===== src/rtl/fifo_wr_pkg.sv =====
// Shared definitions for the async FIFO: pointer width and Gray/binary
// conversion helpers used by the write side, the read side and the
// synchronizer.
package fifo_wr_pkg;

    // Pointer width shared by both FIFO domains (one extra wrap bit).
    localparam int FIFO_P_SIZE = 4;

    // Binary to Gray on a 32-bit carrier. A zero-extended narrower pointer
    // converts correctly because the upper zeros leave the low bits untouched.
    function automatic logic [31:0] bin2gray(input logic [31:0] b);
        return b ^ (b >> 1);
    endfunction

    // Gray to binary: XOR prefix taken from the MSB downwards. Zero-extended
    // narrower inputs convert correctly for the same reason as above.
    function automatic logic [31:0] gray2bin(input logic [31:0] g);
        logic [31:0] b;
        b[31] = g[31];
        for (int i = 30; i >= 0; i--) begin
            b[i] = b[i+1] ^ g[i];
        end
        return b;
    endfunction

endpackage


===== src/rtl/fifo_gray2bin.sv =====
// Combinational Gray-to-binary converter of configurable width.
module fifo_gray2bin
    import fifo_wr_pkg::*;
#(
    parameter int WIDTH = FIFO_P_SIZE
) (
    input  logic [WIDTH-1:0] gray,
    output logic [WIDTH-1:0] bin
);

    // Convert through the shared 32-bit helper and keep the low WIDTH bits.
    always_comb begin
        bin = WIDTH'(gray2bin(32'(gray)));
    end

endmodule


===== src/rtl/fifo_wr.sv =====
// Write-side pointer and flag controller of the async FIFO (w_clk domain).
// Owns the binary/Gray write pointers, drives the memory write port and
// produces registered full, almost-full, level and sticky overflow flags.
//
// Handshake: w_inc is a write request and !full is its ready. A write is
// accepted (w_en=1) exactly in a cycle where w_inc=1 and full=0; a request
// while full is dropped and recorded in the sticky overflow flag.
module fifo_wr
    import fifo_wr_pkg::*;
#(
    parameter int P_SIZE    = FIFO_P_SIZE,
    parameter int AF_THRESH = 6
) (
    input  logic              w_clk,
    input  logic              w_rstn,
    input  logic              w_inc,
    input  logic              ovf_clr,
    input  logic [P_SIZE-1:0] sync_rd_ptr,
    output logic              w_en,
    output logic [P_SIZE-2:0] wr_addr,
    output logic [P_SIZE-1:0] gray_wr_ptr,
    output logic              full,
    output logic              almost_full,
    output logic [P_SIZE-1:0] w_level,
    output logic              overflow
);

    logic [P_SIZE-1:0] binary_ptr;
    logic [P_SIZE-1:0] bin_next;
    logic [P_SIZE-1:0] gray_next;
    logic [P_SIZE-1:0] full_target;
    logic [P_SIZE-1:0] rd_bin;
    logic [P_SIZE-1:0] level_next;

    // Read pointer back to binary so the level can be a plain subtraction.
    fifo_gray2bin #(
        .WIDTH (P_SIZE)
    ) u_rd_g2b (
        .gray (sync_rd_ptr),
        .bin  (rd_bin)
    );

    // Accept logic, next pointers, full-compare target and next level.
    always_comb begin
        w_en        = w_inc & ~full;
        bin_next    = binary_ptr + {{(P_SIZE-1){1'b0}}, w_en};
        gray_next   = P_SIZE'(bin2gray(32'(bin_next)));
        // Full when the write pointer is one lap ahead: in Gray this means the
        // two MSBs are inverted and the rest equal.
        full_target = {~sync_rd_ptr[P_SIZE-1:P_SIZE-2], sync_rd_ptr[P_SIZE-3:0]};
        level_next  = bin_next - rd_bin;
    end

    assign wr_addr = binary_ptr[P_SIZE-2:0];

    // Pointer, full, level and almost-full registers.
    always_ff @(posedge w_clk or negedge w_rstn) begin
        if (!w_rstn) begin
            binary_ptr  <= '0;
            gray_wr_ptr <= '0;
            full        <= 1'b0;
            w_level     <= '0;
            almost_full <= 1'b0;
        end else begin
            binary_ptr  <= bin_next;
            gray_wr_ptr <= gray_next;
            full        <= (gray_next == full_target);
            w_level     <= level_next;
            almost_full <= (32'(level_next) >= 32'(AF_THRESH));
        end
    end

    // Sticky overflow: a rejected write sets it, ovf_clr clears, set wins.
    always_ff @(posedge w_clk or negedge w_rstn) begin
        if (!w_rstn) begin
            overflow <= 1'b0;
        end else if (w_inc && full) begin
            overflow <= 1'b1;
        end else if (ovf_clr) begin
            overflow <= 1'b0;
        end
    end

endmodule


===== config.mk =====
export PLATFORM = sky130hd
export DESIGN_NAME = fifo_wr
export DESIGN_NICKNAME = d
export VERILOG_FILES = /design/src/rtl/fifo_wr_pkg.sv /design/src/rtl/fifo_gray2bin.sv /design/src/rtl/fifo_wr.sv
export SDC_FILE = /design/constraint.sdc
export NUM_CORES = 1
export LEC_CHECK = 0
export CAP_MARGIN = 20
export CORE_AREA = 8 8 59 61
export CTS_BUF_LIST = sky130_fd_sc_hd__clkbuf_8
export DETAILED_ROUTE_END_ITERATION = 7
export DIE_AREA = 0 0 67 69
export SLEW_MARGIN = 20
export SYNTH_ARGS = -nofsm -noshare
export SYNTH_HDL_FRONTEND = slang
export SYNTH_SLANG_ARGS = --single-unit

===== constraint.sdc =====
create_clock -name w_clk -period 2.2 [get_ports w_clk]
set_input_delay 0.33 -clock w_clk [delete_from_list [all_inputs] [get_ports w_clk]]
set_output_delay 0.33 -clock w_clk [all_outputs]
set_load 0.02 [all_outputs]

==> impl_metrics.tcl <==
set metrics [dict create \
    cts_inserted_buffers 3 \
    grt_start_max_net_pins 15 \
    dpl.hpwl_mm 1.306 \
    cap_viol_max_count 0 \
    clk_latency_ps 250 \
    fp_rows 19 \
    slew_headroom_pct 60.21 \
    comb_power_share_pct 66.8 \
    count_of_unique_library_cells_instantiated_by_yosys 22 \
    layout_common_cells "clkdlybuf4s50_1 (18), buf_4 (15), dfrtp_1 (13)" \
    drt_pass1_iterations 4 \
    dieArea_um2 4623 \
    syn_area_um2 720.7 \
    timing.clock.skew_ps 3.702 \
    switching_part_of_the_total_pct 39.18 \
    antennaDiodeCount 0 \
    final_nets 116 \
    ir_drop_mv 0.8247 \
    worstSetupStartpointType "input port" \
    placeableCoreArea_um2 2615 \
    worstRegToRegCells 9 \
    worst_setup_hold_path_clk_slew_ps 60 \
    io_buffer_count 22 \
    synthesis.nets 74 \
    globalRouteTotalUtil_pct 7.458 \
    synth_warnings 0 \
    synth.yosys.seq_area_share_pct 48.61 \
    power_leakage_uw 0.0005447 \
    vias_in_the_first_global_route 593 \
    wl_per_cell_um 11.81 \
    grt_first_pass_wirelength_mm 2.628 \
    grt_antenna_before_repair 0 \
    globalRouteOverflowTotal 0 \
    seqPwrFrac_pct 22.0 \
    ant_nets 0 \
    ys_async_sr_fraction_pct 100.0 \
    routed_wl_mm 1.559 \
    max-clock-path-buffers 2 \
    cts-root-buf "clkbuf_8" \
    maxClockFrequency_mhz 476.2 \
    post_synth_inst_count 60 \
    worstPathRequired_ps 2320 \
    drive_gt1_share_pct 29.70 \
    area.growth.synth_to_final_pct 65.10 \
    total_negative_slack_for_setup_checks_ps 0 \
    synth.area.top_cells "dfrtp_1 (49%), xnor2_1 (12%), ha_1 (8.7%)" \
    power-per-cell-area_nw_per_um2 1875 \
    critPathCaptureType "register" \
    rsz0062_at_grt "false" \
    die_height_um 69 \
    drt-initial-drc-count 16 \
    cts-hold-fix-buffers 0 \
    number_of_flops_mapped_to_enable_cells_by_yosys 0 \
    most_common_library_cell_in_the_layout_ignoring_fill_and_taps "clkdlybuf4s50_1" \
    final.period_utilization_pct 95.45 \
    final_critical_path_setup_slack_ps 100.1 \
    most_common_flop_cell_mapped_by_yosys "dfrtp_1" \
    period_minus_ws_final_ps 2100 \
    viasPerCell 4.311 \
    synth-seq-cells 14 \
    outcome "completed" \
    pre_cts_setup_slack_ps -514.1 \
    crit_path_dat_ps 2220 \
    vias 569 \
    report.final.slew_viol_count 0 \
    routabilityCongestion 0.7769 \
    dieWidth_um 67 \
    clock_power_share_pct 11.2 \
    stdcell_count 132 \
    timing.critical_path.fanout_max 2 \
    synth_top_area_share_pct 48.61 \
    cellInternalPower_uw 1357 \
    clock_sinks 14 \
    worst-setup-path-type "in -> reg" \
    clock_tree.htree_level_count 1 \
    final_design_area_no_fill_um2 1190 \
    timing_worst_slew_pin_value_ps 595.0 \
    floorplan.initialDensity_pct 27.56 \
    hold_viol_final 0 \
    drc_errors 0 \
    final.fill_count 267 \
    setup_violations 0 \
    synth.largest_area_cell "dfrtp_1" \
    ios 23 \
    switchingPower_uw 873.9 \
    synth_area_per_cell_um2 12.01 \
    tritoncts "built" \
    hold-worst-slack_ps 458.2 \
    min-delay-path-class "in -> async" \
    detailed_place.area_um2 1119 \
    dp.cells 127 \
]
[critical path, stage by stage]
cell	delay, ps
dlygate4sd2_1	250
nor2b_4	140
ha_4	260
inv_1	40
ha_2	180
fa_1	550
inv_1	60
and3_1	180
a31oi_1	130
o211ai_1	100
[synthesized netlist by cell type, types with 2 or more instances]
master	count
xor2_1	5
xnor2_1	10
dfrtp_1	14
ha_1	5
inv_1	8
nand3_1	2
[per-stage QoR]
stage | util [%] | total power (µW)
2_1_floorplan | - | 1400
3_3_place_gp | 42.78 | 1980
3_5_place_dp | 42.78 | 1992
4_1_cts | 45.45 | 2254
5_1_grt | 45.50 | 2412
6_report | 45.50 | 2231
[path summary, 6_finish.rpt]
kind	from	endpoint	slack, ps
max in group asynchronous	w_rstn	full	1320
max	w_inc	almost_full	100
min in group w_clk	w_inc	overflow	470
min reg2reg	overflow	overflow	540
min	w_rstn	overflow	460
max reg2reg	full	almost_full	120
[routing by layer]
| metal | up-vias | part of all wire [%] | global-route usage, % |
|---|---|---|---|
| met1 | 270 | 39 | 7.109 |
| met3 | 5 | 4.7 | 1.616 |
| met4 | 0 | 3.8 | 6.977 |
| met5 | - | 0 | 0 |
| li1 | 280 | - | - |
| met2 | 14 | 53 | 12.55 |
[cell type report]
cell class	instances	area, µm²	area share [%]
well taps	31	38.79	3.260
multi-input cells	38	390.4	32.81
inverters	8	30.03	2.524
clock buffers	4	55.05	4.627
repair buffers	37	324.1	27.23
flip-flops and latches	14	351.6	29.55
[flip-flops by register name (all words and copies together) (netlist names)]
register / count
w_level: 4
full: 1
overflow: 1
almost_full: 1
gray_wr_ptr: 3
binary_ptr: 4
[power by group through the flow]
stage / clock network [µW] / logic, µW / registers [µW]
after floorplan: 0 / 744 / 656
after global placement: 0 / 1480 / 497
after detailed placement: 0 / 1490 / 500
after CTS: 254 / 1500 / 497
after global routing: 272 / 1630 / 512
final: 249 / 1490 / 492
[kinds of logic after synthesis]
group,Yosys count,synth area share [%]
muxes,1,1.389
buffers and inverters,8,4.167
DFF,14,48.61
adders and majority gates,6,11.46
and+or+nand+nor,6,4.515
xor gates and xnor gates,16,20.49
AOI/OAI and AO/OA,9,9.376
[repair_timing]
action / CTS / global route
gates resized for setup: 7 / 4
hold endpoints to repair: 0 / 0
buffers inserted: 0 / 1
endpoints found under the setup margin: 1 / 1
pin swaps: 4 / 5
No activity file was read; power rests on OpenSTA's default activity.
